--- src/rtl/comparator_stream_tx.sv ---
// Serial compare transmitter: accepts an operand pair, clears the downstream
// comparator for GAP cycles, then streams both operands MSB-first.
module comparator_stream_tx #(
    parameter int unsigned WIDTH = 4,
    parameter int unsigned GAP   = 1
) (
    input  logic             clk,
    input  logic             reset,
    input  logic             in_valid,
    output logic             in_ready,
    input  logic [WIDTH-1:0] in_a,
    input  logic [WIDTH-1:0] in_b,
    output logic             a,
    output logic             b,
    output logic             bit_valid,
    output logic             last,
    output logic             cmp_rst_n,
    output logic             done
);

    localparam int unsigned MAX_WG = (WIDTH > GAP) ? WIDTH : GAP;
    localparam int unsigned CW     = $clog2(MAX_WG) + 1;

    typedef enum logic [1:0] {
        S_IDLE,
        S_CLEAR,
        S_SHIFT,
        S_DONE
    } state_t;

    state_t           state_q, state_d;
    logic [WIDTH-1:0] sha_q, sha_d;
    logic [WIDTH-1:0] shb_q, shb_d;
    logic [CW-1:0]    cnt_q, cnt_d;

    always_ff @(posedge clk) begin
        if (reset) begin
            state_q <= S_IDLE;
            sha_q   <= '0;
            shb_q   <= '0;
            cnt_q   <= '0;
        end else begin
            state_q <= state_d;
            sha_q   <= sha_d;
            shb_q   <= shb_d;
            cnt_q   <= cnt_d;
        end
    end

    always_comb begin
        state_d = state_q;
        sha_d   = sha_q;
        shb_d   = shb_q;
        cnt_d   = cnt_q;
        unique case (state_q)
            S_IDLE: begin
                if (in_valid) begin
                    sha_d   = in_a;
                    shb_d   = in_b;
                    cnt_d   = '0;
                    state_d = S_CLEAR;
                end
            end
            S_CLEAR: begin
                if (cnt_q == CW'(GAP - 1)) begin
                    cnt_d   = '0;
                    state_d = S_SHIFT;
                end else begin
                    cnt_d = cnt_q + 1'b1;
                end
            end
            S_SHIFT: begin
                // Shift by operator rather than slicing so WIDTH=1 elaborates.
                sha_d = sha_q << 1;
                shb_d = shb_q << 1;
                if (cnt_q == CW'(WIDTH - 1)) begin
                    cnt_d   = '0;
                    state_d = S_DONE;
                end else begin
                    cnt_d = cnt_q + 1'b1;
                end
            end
            S_DONE: begin
                state_d = S_IDLE;
            end
            default: begin
                state_d = S_IDLE;
            end
        endcase
    end

    always_comb begin
        in_ready  = (state_q == S_IDLE);
        cmp_rst_n = (state_q != S_CLEAR);
        bit_valid = (state_q == S_SHIFT);
        a         = (state_q == S_SHIFT) & sha_q[WIDTH-1];
        b         = (state_q == S_SHIFT) & shb_q[WIDTH-1];
        last      = (state_q == S_SHIFT) && (cnt_q == CW'(WIDTH - 1));
        done      = (state_q == S_DONE);
    end

endmodule

--- config.mk ---
export PLATFORM = sky130hd
export DESIGN_NAME = comparator_stream_tx
export DESIGN_NICKNAME = d
export VERILOG_FILES = /design/src/rtl/comparator_stream_tx.sv
export SDC_FILE = /design/constraint.sdc
export NUM_CORES = 1
export LEC_CHECK = 0
export ABC_AREA = 1
export BUFFER_PORTS_ARGS = -buffer_cell sky130_fd_sc_hd__buf_2
export CAP_MARGIN = 20
export CELL_PAD_IN_SITES_DETAIL_PLACEMENT = 1
export CELL_PAD_IN_SITES_GLOBAL_PLACEMENT = 2
export CORE_ASPECT_RATIO = 1.5
export CORE_MARGIN = 3
export CORE_UTILIZATION = 28
export CTS_BUF_LIST = sky130_fd_sc_hd__clkbuf_2 sky130_fd_sc_hd__clkbuf_4 sky130_fd_sc_hd__clkbuf_8
export CTS_CLUSTER_SIZE = 30
export DETAILED_ROUTE_END_ITERATION = 7
export PLACE_DENSITY_LB_ADDON = 0.1
export SETUP_SLACK_MARGIN = 0.2
export SYNTH_ARGS = -nofsm -noshare
export SYNTH_HDL_FRONTEND = slang
export SYNTH_SLANG_ARGS = --single-unit
--- constraint.sdc ---
create_clock -name clk -period 1.3 [get_ports clk]
set_input_delay 0.26 -clock clk [delete_from_list [all_inputs] [get_ports clk]]
set_output_delay 0.26 -clock clk [all_outputs]
set_load 0.02 [all_outputs]
==> impl_metrics.tcl <==
set metrics [dict create \
    status "finished with violations" \
    violations "negative setup slack" \
    synth-warning-count 0 \
    regToRegSetupSlack_ps -80 \
    r2r.worst_path.cells 10 \
    synth-edff-count 0 \
    synth.ff_latch_count 13 \
    synthMostInstantiatedCell "nand2_1" \
    die-width_um 48.4 \
    wl_met2_um 1360 \
    utilization 0.496 \
    die_h_um 69.5 \
    finalHoldWorstSlack_ps 234 \
    maxUsedRoutingLayer "met4" \
    wl_met3_um 63 \
    pwr-share-clk 0.115 \
    period_needed_ps 1430 \
    hold_depth 2 \
    grt_pass1_wl_um 3890 \
    p_comb_frac 0.635 \
    ant_nets 0 \
    power.share.sequential 0.250 \
    critPathLaunchType "flop" \
    synth_compound_area_frac 0.118 \
    min_from "reset" \
    drc 0 \
    synth_top_cell_area_share 0.346 \
    nets 168 \
    clkSinkCount 13 \
    track_usage 0.146 \
    cts_root_buffer "clkbuf_4" \
    cts_tree "done" \
    portBuffers 17 \
    clock.fmax_mhz 699 \
    slew_viol_final 0 \
    gp_congestion 0.785 \
    numCtsBuffers 3 \
    initial_core_util 0.301 \
    dr.first_iter.drc_count 14 \
    grt_max_degree 9 \
    p_sw_frac 0.438 \
    syn_inst 115 \
    cap_violations 0 \
    grt_antenna_before_repair 0 \
    slew_headroom 0.819 \
    holdPathEnd "cnt_q[2]$_SDFFE_PP0P_" \
    p_switching_uw 1080 \
    intPower_uw 1380 \
    grt_pass1_vias 898 \
    cp_max_fo 6 \
    yosysSeqAreaShare 0.346 \
    totalWireLength_um 2290 \
    finClkSkew_ps 2.47 \
    syn_area_per_cell_um2 6.55 \
    synth_area_leaders "dfxtp_1 35%, nand2_1 20%, ha_1 13%, inv_1 8.0%, nor2_1 7.5%" \
    reg2reg_to "state_q[1]$_SDFFE_PP0P_" \
    postCtsHoldBufs 0 \
    critPathRequiredTime_ps 1040 \
    p_leak_uw 0.000594 \
    grt_overflow 0 \
    vias 825 \
    ios 18 \
    vdd_drop_max_mv 1.14 \
    cp.arrival_ps 1170 \
    synth_flop_cell "dfxtp_1" \
    tightest_slew_ps 271 \
    clkTransAtPathRegs_ps 90 \
    m1WireLength_um 854 \
    setup_viol 15 \
    num_rows 22 \
    fin_crit_sh 1.10 \
    htreeDepth 1 \
    firstDrtPassIters 4 \
    power_uw 2460 \
    fin_ws_ps -131 \
    r2r_start "state_q[0]$_SDFFE_PP0P_" \
    synth_top_family_by_area "simple AND/OR/NAND/NOR gates" \
    clockBufferDepth 2 \
    yosys.area_share.simple 0.307 \
    finalHoldViolCount 0 \
    yosysTopAreaCell "dfxtp_1" \
    worst_hold_path_type "input pin to flop" \
    power.density_cell_area_nw_per_um2 1980 \
    path_class "flop to output port" \
    wl_per_cell_um 12.5 \
    fp.coreArea_um2 2500 \
    synth_area_um2 753 \
    ys_top_cells_by_count "40 x nand2_1, 16 x inv_1, 15 x nor2_1" \
    die-area_um2 3360 \
    worst_skew_pair.late_latency_ps 280 \
    syn_to_final_growth_pct 65.0 \
    hpwl_um 1680 \
    muxShareOfSynthArea 0 \
    diodes 0 \
    ys_types 12 \
    drive_gt1_frac 0.493 \
    syn_nets 134 \
    tns_ps -807 \
    yosys.area_share.adder 0.133 \
    cp-end-kind "output port" \
    via_per_inst 4.48 \
    synthArstFlopShare 0 \
    grt_setup_unrepaired "true" \
    synthXorXnorAreaFrac 0 \
]
==> what timing repair did <==
action                                 4_1_cts  5_1_grt
resized for setup                           42       10
cloned                                       0        0
endpoints found under the hold margin        0        0
setup buffers                                5        2
pin swaps                                   11       12
setup endpoints to repair                   20       20
==> state kept, by name, summed over array words and instances (netlist names) <==
signal and flops:
sha_q 4, shb_q 4, cnt_q 3, state_q 2
==> per-layer routing <==
metal | vias to the layer above | track usage
li1 | 415 | -
met1 | 396 | 0.148
met2 | 12 | 0.288
met3 | 2 | 0.0172
met4 | 0 | 0.0665
met5 | - | 0
==> metrics by stage <==
stage,setup WS [ps],std cells,cell area (µm²)
3_3_place_gp,21.0,173,983
3_5_place_dp,6.88,173,983
6_report,-131,184,1240
4_1_cts,-148,182,1190
2_1_floorplan,73.5,115,807
5_1_grt,-183,184,1240
==> logic make-up after synthesis <==
kind of cell / Yosys count
AOI/OAI and AO/OA: 15
buffers and inverters: 19
and+or+nand+nor: 60
adders and majority gates: 8
DFF: 13
==> worst max-delay path by stage <==
stage	slack, ps	end	from	depth (start not counted)
floorplan	70	sha_q[1]$_SDFFE_PP0P_	state_q[0]$_SDFFE_PP0P_	7
global placement	20	sha_q[2]$_SDFFE_PP0P_	state_q[1]$_SDFFE_PP0P_	7
detailed placement	7	cnt_q[2]$_SDFFE_PP0P_	state_q[1]$_SDFFE_PP0P_	7
CTS	-150	last	state_q[0]$_SDFFE_PP0P_	6
global route	-180	last	state_q[0]$_SDFFE_PP0P_	6
finish	-130	last	state_q[0]$_SDFFE_PP0P_	6
==> final cells by class <==
class	count	area [µm²]
Multi-Input combinational cell	83	588
Inverter	18	75.1
Timing Repair Buffer	30	236
Clock buffer	4	30.0
Fill cell	322	1260
Tap cell	36	45.0
Sequential cell	13	268
==> worst max-delay path: stages, from the launching register on <==
cell     delay (ps)
dfxtp_2         360
inv_4            40
ha_4            180
buf_12          130
nand2_4          40
inv_2            30
buf_6           110
==> power by group through the flow <==
stage	clock network (µW)	logic [µW]	registers, µW
2_1_floorplan	0	784	587
3_3_place_gp	0	1130	603
3_5_place_dp	0	1140	605
4_1_cts	299	1470	623
5_1_grt	322	1710	630
6_report	283	1560	616
==> layout by cell type (no fill, tap or decap), types with 5 or more instances in the layout <==
cell     count
buf_2       11
buf_6        7
o21ai_1      5
nand2_2     10
inv_1       11
nand2_1     26
nor2_1      12
ha_4         6
buf_4       11
dfxtp_1      9
No activity file was read; power rests on OpenSTA's default activity.
